[src/rtl/pwm_ctrl_pkg.sv]
// pwm_ctrl_pkg: shared duty width, ramp state encoding and saturating magnitude helper.
package pwm_ctrl_pkg;
   localparam int DUTY_W = 16;
   typedef enum logic {RUN, DEAD} state_t;
   // Magnitude is formed in DUTY_W+1 bits so the most negative command yields 2^(DUTY_W-1) before clamping.
   function automatic logic [DUTY_W-1:0] sat_abs(input logic signed [DUTY_W-1:0] v, input logic [DUTY_W-1:0] mx);
      logic [DUTY_W:0] a;
      a = v[DUTY_W-1] ? -{v[DUTY_W-1], v} : {1'b0, v};
      return a > {1'b0, mx} ? mx : a[DUTY_W-1:0];
   endfunction
endpackage

[src/rtl/pwm_ramp_ctrl_if.sv]
// pwm_ramp_ctrl_if: valid/ready speed command channel from the command source into the ramp controller.
interface pwm_ramp_ctrl_if;
   import pwm_ctrl_pkg::*;
   logic cmd_valid;
   logic cmd_ready;
   logic signed [DUTY_W-1:0] cmd_speed;
   modport master(output cmd_valid, cmd_speed, input cmd_ready);
   modport slave(input cmd_valid, cmd_speed, output cmd_ready);
endinterface

[src/rtl/ramp_tick_gen.sv]
// ramp_tick_gen: free-running prescaler emitting a one-clock tick every TICK_DIV clocks.
module ramp_tick_gen #(
   parameter int TICK_DIV = 1000
) (
   input  logic CLK100MHZ,
   input  logic rst,
   output logic tick
);
   localparam int W = $clog2(TICK_DIV + 1);
   logic [W-1:0] cnt;
   assign tick = cnt == W'(TICK_DIV - 1);
   always_ff @(posedge CLK100MHZ or posedge rst)
      if (rst) cnt <= '0;
      else cnt <= tick ? '0 : cnt + 1'b1;
endmodule

[src/rtl/pwm_ramp_ctrl.sv]
// pwm_ramp_ctrl: slew-limited duty/direction sequencer with dead time on reversal and estop.
// Optional command watchdog enabled by defining PWM_RAMP_WDOG_EN.
module pwm_ramp_ctrl import pwm_ctrl_pkg::*; #(
   parameter int STEP = 4,
   parameter int TICK_DIV = 1000,
   parameter int DEAD_CYCLES = 100,
   parameter logic [DUTY_W-1:0] DUTY_MAX = 16'hFFFF
`ifdef PWM_RAMP_WDOG_EN
   , parameter int WDOG_CYCLES = 1_000_000
`endif
) (
   input  logic              CLK100MHZ,
   input  logic              rst,
   pwm_ramp_ctrl_if.slave    cmd,
   input  logic              estop,
   output logic [DUTY_W-1:0] duty_out,
   output logic              dir_out,
   output logic              at_target,
   output logic              busy,
   output logic              wdog_fault
);
   localparam int DW = $clog2(DEAD_CYCLES + 1);
   localparam logic [DUTY_W:0] ST = (DUTY_W + 1)'(STEP);
   state_t state, state_nx;
   logic [DUTY_W-1:0] tgt_mag, tgt_mag_nx, duty_nx, up_v, dn_v, dz_v;
   logic tgt_dir, tgt_dir_nx, dir_nx, tick, accept, wdog_hit;
   logic [DW-1:0] dead_cnt, dead_nx;
   ramp_tick_gen #(.TICK_DIV(TICK_DIV)) u_tick (.CLK100MHZ(CLK100MHZ), .rst(rst), .tick(tick));
   assign cmd.cmd_ready = state == RUN && !estop;
   assign accept = cmd.cmd_valid && cmd.cmd_ready;
   assign at_target = state == RUN && duty_out == tgt_mag && dir_out == tgt_dir;
   assign busy = !at_target;
   // Ramp candidates computed one bit wider so neither direction can wrap past the target or zero.
   assign up_v = {1'b0, duty_out} + ST > {1'b0, tgt_mag} ? tgt_mag : duty_out + ST[DUTY_W-1:0];
   assign dn_v = {1'b0, duty_out} < {1'b0, tgt_mag} + ST ? tgt_mag : duty_out - ST[DUTY_W-1:0];
   assign dz_v = {1'b0, duty_out} < ST ? '0 : duty_out - ST[DUTY_W-1:0];
   always_comb begin
      state_nx = state;
      duty_nx = duty_out;
      dir_nx = dir_out;
      tgt_mag_nx = tgt_mag;
      tgt_dir_nx = tgt_dir;
      dead_nx = dead_cnt;
      if (wdog_hit) tgt_mag_nx = '0;
      if (accept) begin
         tgt_mag_nx = sat_abs(cmd.cmd_speed, DUTY_MAX);
         tgt_dir_nx = cmd.cmd_speed == '0 ? tgt_dir : cmd.cmd_speed[DUTY_W-1];
      end
      if (estop) begin
         duty_nx = '0;
         tgt_mag_nx = '0;
         state_nx = RUN;
      end else if (state == DEAD) begin
         duty_nx = '0;
         dead_nx = dead_cnt + 1'b1;
         if (dead_cnt == DW'(DEAD_CYCLES - 1)) begin
            dir_nx = tgt_dir;
            state_nx = RUN;
         end
      end else begin
         if (tick) duty_nx = tgt_dir == dir_out ? (duty_out < tgt_mag ? up_v : dn_v) : dz_v;
         // Direction only changes once duty has reached zero, tested every clock.
         if (tgt_dir != dir_out && duty_out == '0) begin
            state_nx = DEAD;
            dead_nx = '0;
         end
      end
   end
   always_ff @(posedge CLK100MHZ or posedge rst)
      if (rst) begin
         state <= RUN;
         duty_out <= '0;
         dir_out <= 1'b0;
         tgt_mag <= '0;
         tgt_dir <= 1'b0;
         dead_cnt <= '0;
      end else begin
         state <= state_nx;
         duty_out <= duty_nx;
         dir_out <= dir_nx;
         tgt_mag <= tgt_mag_nx;
         tgt_dir <= tgt_dir_nx;
         dead_cnt <= dead_nx;
      end
`ifdef PWM_RAMP_WDOG_EN
   localparam int WW = $clog2(WDOG_CYCLES + 1);
   logic [WW-1:0] wdog_cnt;
   // Counter parks at the limit so the target stays forced to zero until a new command arrives.
   assign wdog_hit = wdog_cnt == WW'(WDOG_CYCLES - 1);
   always_ff @(posedge CLK100MHZ or posedge rst)
      if (rst) begin
         wdog_cnt <= '0;
         wdog_fault <= 1'b0;
      end else if (accept) begin
         wdog_cnt <= '0;
         wdog_fault <= 1'b0;
      end else if (wdog_hit) wdog_fault <= 1'b1;
      else wdog_cnt <= wdog_cnt + 1'b1;
`else
   assign wdog_hit = 1'b0;
   assign wdog_fault = 1'b0;
`endif
endmodule
[src/flat_wrapper.sv]
// flat-port wrapper written by rule: the top's interface ports become plain ports
module pwm_ramp_ctrl_flat import pwm_ctrl_pkg::*;
#(
   parameter int STEP = 4,
   parameter int TICK_DIV = 1000,
   parameter int DEAD_CYCLES = 100,
   parameter logic [DUTY_W-1:0] DUTY_MAX = 16'hFFFF

)
  (CLK100MHZ, rst, estop, duty_out, dir_out, at_target, busy, wdog_fault, cmd_cmd_valid, cmd_cmd_speed, cmd_cmd_ready);
  pwm_ramp_ctrl_if cmd_i ();
  input  logic CLK100MHZ;
  input  logic rst;
  input  logic estop;
  output logic [DUTY_W-1:0] duty_out;
  output logic dir_out;
  output logic at_target;
  output logic busy;
  output logic wdog_fault;
  input wire logic [$bits(cmd_i.cmd_valid)-1:0] cmd_cmd_valid;
  input wire logic [$bits(cmd_i.cmd_speed)-1:0] cmd_cmd_speed;
  output wire logic [$bits(cmd_i.cmd_ready)-1:0] cmd_cmd_ready;
  assign cmd_i.cmd_valid = cmd_cmd_valid;
  assign cmd_i.cmd_speed = cmd_cmd_speed;
  assign cmd_cmd_ready = cmd_i.cmd_ready;
  pwm_ramp_ctrl #(.STEP(STEP), .TICK_DIV(TICK_DIV), .DEAD_CYCLES(DEAD_CYCLES), .DUTY_MAX(DUTY_MAX)) u_core (.CLK100MHZ(CLK100MHZ), .rst(rst), .cmd(cmd_i), .estop(estop), .duty_out(duty_out), .dir_out(dir_out), .at_target(at_target), .busy(busy), .wdog_fault(wdog_fault));
endmodule
[config.mk]
export PLATFORM = sky130hd
export DESIGN_NAME = pwm_ramp_ctrl_flat
export DESIGN_NICKNAME = d
export VERILOG_FILES = /design/src/rtl/pwm_ctrl_pkg.sv /design/src/rtl/pwm_ramp_ctrl_if.sv /design/src/rtl/ramp_tick_gen.sv /design/src/rtl/pwm_ramp_ctrl.sv /design/src/flat_wrapper.sv
export SDC_FILE = /design/constraint.sdc
export NUM_CORES = 1
export LEC_CHECK = 0
export ABC_AREA = 0
export CAP_MARGIN = 20
export CORE_MARGIN = 2
export CORE_UTILIZATION = 50
export CTS_CLUSTER_SIZE = 25
export DETAILED_ROUTE_END_ITERATION = 6
export PLACE_DENSITY = 0.71
export RECOVER_POWER = 25
export SLEW_MARGIN = 20
export SYNTH_ARGS = -nofsm -noshare
export SYNTH_HDL_FRONTEND = slang
export SYNTH_SLANG_ARGS = --single-unit
[constraint.sdc]
create_clock -name CLK100MHZ -period 9.5 [get_ports CLK100MHZ]
set_input_delay 1.9 -clock CLK100MHZ [delete_from_list [all_inputs] [get_ports CLK100MHZ]]
set_output_delay 1.9 -clock CLK100MHZ [all_outputs]
set_load 0.02 [all_outputs]
==> metrics, run 1 <==
clock slew at reported path FFs 90 ps; RSZ-0062 raised after global routing no; Synth area leader dfrtp_1; Synth area leaders dfrtp_1, ha_1, xor2_1, xnor2_1, o21ai_0; GPL Wtd Cong 0.9003; initial core utilization 51.65%; vias in the first global route 4106; fmax 172.6 MHz; skew final 7.580 ps; via count 4260; initial drt markers 268; non-filler instance count after layout 715; Async SR Flop Fraction 100.0%; top_reg_cell synth dfrtp_1; Pleak 2.335 nW; post-DR vias/cell 5.958; global-route wire length before repair 19750 µm; crit path kind input pin to output port; FILL cells 871; Die ar. 10340 µm²; Synth Instances 563; Buffers on Ports 39; Resize count post-CTS 0; DR WL met3 662 µm; n_diodes 0; clock tree buffer depth 2; top sig layer met4; Top Ports 41; Synth Register Bits 52; Root Buffer clkbuf_8; most frequent cell after synthesis dfrtp_1; min Tclk post-route 5795 ps; Max-slew headroom -52.44%; Critical Path End Type output port; EDFF count, synth 0; Tightest Pin Transition 2274 ps; DRT Wirelength 11880 µm; Num CTS Buffers 5; cell row count 35; drt first pass iters 5; Final HPWL DP 9115 µm; grt ovf 0; CP arrival 3890 ps; Synth top area share 27.27%; Total Neg Setup Slack 0 ps; Post-Syn Area 4772 µm²; layout net count 656; share of post-route cells with drive strength above 1 6.143%; cts hold-fix bufs 0; CP max stage cell clkdlybuf4s50_1; WL met1 5459 µm; maxcap violations 1; ANT nets after route 0; CTS sink cnt 52; Hold Fails Final Rpt 0; Avg Inst Size Synth 8.476 µm²; status complete, but fails checks; Max FO, Critical Path 22; DIE WIDTH 101.7 µm; Worst Path Required 7600 ps; Hold WC Path Type flop to flop; largest net degree at the start of global routing 53; Worst path most repeated cell clkdlybuf4s50_1; drc violations 0; placed cells 707; clock latency on the worst-skew pair 300 ps; CP Cell Sequence clkdlybuf4s50_1, nor2_1, clkdlybuf4s50_1; Worst VDD drop 0.07476 mV; top cells by count, synth dfrtp_1, ha_1, nand2_1, o21ai_0, inv_1; Final period util 61.00%; core area 9240 µm²; met2 routed WL 5623 µm; wire length per cell 16.61 µm; Area Overhead vs Synth 11.82%; CTS tree yes; final setup fails 0; H-tree depth 2; Pwr Density 114.9 nW/µm²; Seq/Total Area, Yosys 27.27%; failing checks max-capacitance violations, max-slew violations; Max Slew Vio Count 53; Setup crit start kind input pin; Die Span Y 101.7 µm; Worst path max stage delay 740 ps; overall routing resource usage 24.05%; number of antenna violations at the first check in global routing 0; Post-CTS Setup Bufs 0; Yosys warning count 0; Syn Nets 634; Distinct cells, synth 73
kinds of logic after synthesis:
group	Yosys count	synth area share [%]
and+or+nand+nor	197	23.02
AOI/OAI and AO/OA	132	18.41
buffers and inverters	65	5.794
xor gates and xnor gates	61	11.20
DFF	52	27.27
adders and majority gates	51	13.37
muxes	4	0.8652
other	1	0.07858
through the flow:
step | utilization [%] | hold WS [ps] | power (mW) | area [µm²] | setup slack (ps)
2_1_floorplan | - | 454.9 | 0.3942 | 4772 | 5262
3_3_place_gp | 56.41 | 467.6 | 0.4397 | 5213 | 3760
3_5_place_dp | 56.41 | 488.3 | 0.4477 | 5213 | 3718
4_1_cts | 57.78 | 501.4 | 0.6128 | 5339 | 3708
5_1_grt | 57.75 | 522.6 | 0.6498 | 5336 | 3601
6_report | 57.75 | 495.6 | 0.6133 | 5336 | 3705
per-layer routing:
layer | vias to the layer above | track usage (%)
li1 | 2062 | -
met1 | 2036 | 33.02
met2 | 152 | 41.04
met3 | 10 | 1.863
met4 | 0 | 6.133
met5 | - | 0
critical path: cells and delay by family:
family | cells | cell delay, ps
buffers and inverters | 2 | 1450
AND/OR/NAND/NOR | 1 | 540
area by class of cell:
type	count	area, µm²	area share [%]
inverters	38	143.9	2.696
clock inverters	1	30.03	0.5627
flip-flops and latches	52	1301	24.38
repair buffers	42	409.1	7.667
multi-input cells	446	3194	59.86
well taps	129	161.4	3.025
clock buffers	7	96.34	1.805
state kept, by name, summed over array words and instances, names as in the netlist:
signal / count
u_core.tgt_dir: 1
u_core.state: 1
u_core.dead_cnt: 7
u_core.dir_out: 1
u_core.u_tick.cnt: 10
u_core.duty_out: 16
u_core.tgt_mag: 16
path summary, 6_finish.rpt:
path                                 startpoint              endpoint  slack [ps]  cells past startpoint
max reg2reg                  u_core.duty_out[4]   u_core.duty_out[10]        5210                     14
min reg2reg                u_core.u_tick.cnt[0]  u_core.u_tick.cnt[0]         500                      1
min                        u_core.u_tick.cnt[0]  u_core.u_tick.cnt[0]         500                      1
min in group asynchronous                   rst  u_core.u_tick.cnt[7]        2640                      2
max                                       estop         cmd_cmd_ready        3710                      3
max in group asynchronous                   rst    u_core.tgt_mag[14]        5820                      2
power by group:
| part | switching [mW] | internal (mW) | leakage [nW] |
|---|---|---|---|
| sequential | 0.0258 | 0.236 | 0.698 |
| combinational | 0.113 | 0.0721 | 1.57 |
| clock | 0.0736 | 0.0930 | 0.0645 |
| total | 0.212 | 0.401 | 2.33 |
cells in the final DEF (no fill, tap or decap), drive strengths merged, types with 5 or more instances in the layout:
| cell | count |
|---|---|
| xnor2 | 30 |
| dfrtp | 52 |
| nor4 | 9 |
| nand4 | 7 |
| nor2 | 35 |
| a211oi | 5 |
| nand2 | 46 |
| o31ai | 6 |
| inv | 37 |
| a21o | 5 |
| nand3b | 17 |
| nor3 | 13 |
| o21ai | 51 |
| clkbuf | 8 |
| ha | 51 |
| clkdlybuf4s50 | 38 |
| o221ai | 7 |
| a21oi | 25 |
| and3 | 8 |
| nand2b | 7 |
| xor2 | 31 |
| nand3 | 33 |
Note: power is estimated with default switching activity, not from simulation.
==> inputs of run 2 (changes only) <==
--- a/config.mk
+++ b/config.mk
@@ -11,7 +11,7 @@
 export CORE_UTILIZATION = 50
 export CTS_CLUSTER_SIZE = 25
 export DETAILED_ROUTE_END_ITERATION = 6
-export PLACE_DENSITY = 0.71
+export PLACE_DENSITY = 0.73
 export RECOVER_POWER = 25
 export SLEW_MARGIN = 20
 export SYNTH_ARGS = -nofsm -noshare
==> constraint.sdc (replaced) <==
create_clock -name CLK100MHZ -period 4.75 [get_ports CLK100MHZ]
set_input_delay 0.95 -clock CLK100MHZ [delete_from_list [all_inputs] [get_ports CLK100MHZ]]
set_output_delay 0.95 -clock CLK100MHZ [all_outputs]
set_load 0.02 [all_outputs]
==> metrics, run 2 (synthesis results as in run 1) <==
Resize count post-CTS 0; clock tree buffer depth 2; grt ovf 0; Hold Worst Slack 485.0 ps; H-tree depth 2; initial drt markers 366; Area after DPL 5235 µm²; number of antenna violations at the first check in global routing 0; Post-CTS Setup Bufs 0; Max-slew headroom -56.24%; Pleak 2.350 nW; clock slew at reported path FFs 100 ps; Pwr Density 229.9 nW/µm²; GPL Wtd Cong 0.8908; status complete, but fails checks; RSZ-0062 raised after global routing no; skew final 12.74 ps; fmax 255.6 MHz; crit path kind flop to flop; Worst Path Required 4970 ps; Total Neg Setup Slack 0 ps; cell row count 35; Worst path max stage delay 600 ps; CP Cell Sequence ha_1, nand3_1, xor2_1, inv_1, ha_1, and4_1, and3_1, a2111oi_2, o211a_1, o221ai_2, and2_1, a21oi_1, o21ai_0; post-DR vias/cell 5.896; Regs by FF count u_core.duty_out (16), u_core.tgt_mag (16), u_core.u_tick.cnt (10); cts hold-fix bufs 0; layout net count 659; Area Overhead vs Synth 12.30%; non-filler instance count after layout 718; Hold Fails Final Rpt 0; DRT Wirelength 11790 µm; Final HPWL DP 9212 µm; global-route wire length before repair 20100 µm; Max Slew Vio Count 53; n_diodes 0; wire length per cell 16.42 µm; Die ar. 10340 µm²; Buffers on Ports 39; FILL cells 852; Worst path most repeated cell ha_1; via count 4233; Util after Layout 58.00%; DIE WIDTH 101.7 µm; most frequent cells in the layout dfrtp_1, ha_1, nand2_1, o21ai_0, clkdlybuf4s50_1; Setup crit start kind flop; Critical Path End Type flop; maxcap violations 1; ANT nets after route 0; Max FO, Critical Path 11; Num CTS Buffers 5; CTS tree yes; Hold WC Path Type flop to flop; vias in the first global route 4149; Final Cell Area 5359 µm²; initial core utilization 51.65%; Final period util 82.38%; Tightest Pin Transition 2331 ps; clock latency on the worst-skew pair 310 ps; drt first pass iters 5; min Tclk post-route 3913 ps; largest net degree at the start of global routing 53; drc violations 0; CP arrival 4130 ps; Root Buffer clkbuf_8; most common cell after layout, fill and taps aside dfrtp_1; WP buf/inv 1; Top Ports 41; CP top delay family simple AND/OR/NAND/NOR gates; core area 9240 µm²; final setup fails 0; Worst VDD drop 0.1650 mV; overall routing resource usage 24.29%; placed cells 710; share of post-route cells with drive strength above 1 6.621%; Die Span Y 101.7 µm; CP max stage cell dfrtp_1; CTS sink cnt 52; failing checks max-capacitance violations, max-slew violations
run 2: worst paths after layout:
path / from / end / slack [ps] / cells past startpoint
max in group asynchronous: rst / u_core.tgt_dir / 1970 / 2
min in group asynchronous: rst / u_core.u_tick.cnt[3] / 1710 / 2
worst min register to register: u_core.u_tick.cnt[0] / u_core.u_tick.cnt[0] / 480 / 1
worst min-delay path: u_core.u_tick.cnt[0] / u_core.u_tick.cnt[0] / 480 / 1
worst max-delay path: u_core.duty_out[2] / u_core.duty_out[7] / 840 / 13
worst max register to register: u_core.duty_out[2] / u_core.duty_out[7] / 840 / 13
run 2: worst register-to-register path, cell delays in order, from the launching register on:
cell	delay (ps)
dfrtp_1	600
ha_1	360
nand3_1	120
xor2_1	320
inv_1	80
ha_1	320
and4_1	260
and3_1	190
a2111oi_2	50
o211a_1	230
o221ai_2	430
and2_1	510
a21oi_1	130
o21ai_0	210
run 2: per-layer routing:
layer,wire [µm],share of wire (%),GRT usage (%)
met1,5478,46,34.88
met2,5460,46,39.73
met3,683,5.8,1.380
met4,165,1.4,6.757
met5,0,0,0
run 2: power breakdown:
group | internal (mW) | total, mW | switching [mW]
sequential | 0.473 | 0.521 | 0.0485
combinational | 0.151 | 0.379 | 0.229
clock | 0.186 | 0.332 | 0.146
total | 0.809 | 1.23 | 0.423
run 2: layout make-up:
cell class              count  area (µm²)  share of cell area, %
well taps                 129       161.4                  3.012
inverters                  38       143.9                  2.685
clock buffers               7       96.34                  1.798
flip-flops and latches     52        1301                  24.28
repair buffers             45       431.7                  8.055
clock inverters             1       30.03                 0.5604
multi-input cells         446        3194                  59.61
run 2: metrics by stage:
stage | setup slack [ps] | power, mW
5_1_grt | 533.6 | 1.304
3_3_place_gp | 1024 | 0.8902
2_1_floorplan | 1563 | 0.7884
3_5_place_dp | 952.0 | 0.9025
4_1_cts | 933.6 | 1.232
6_report | 837.2 | 1.232
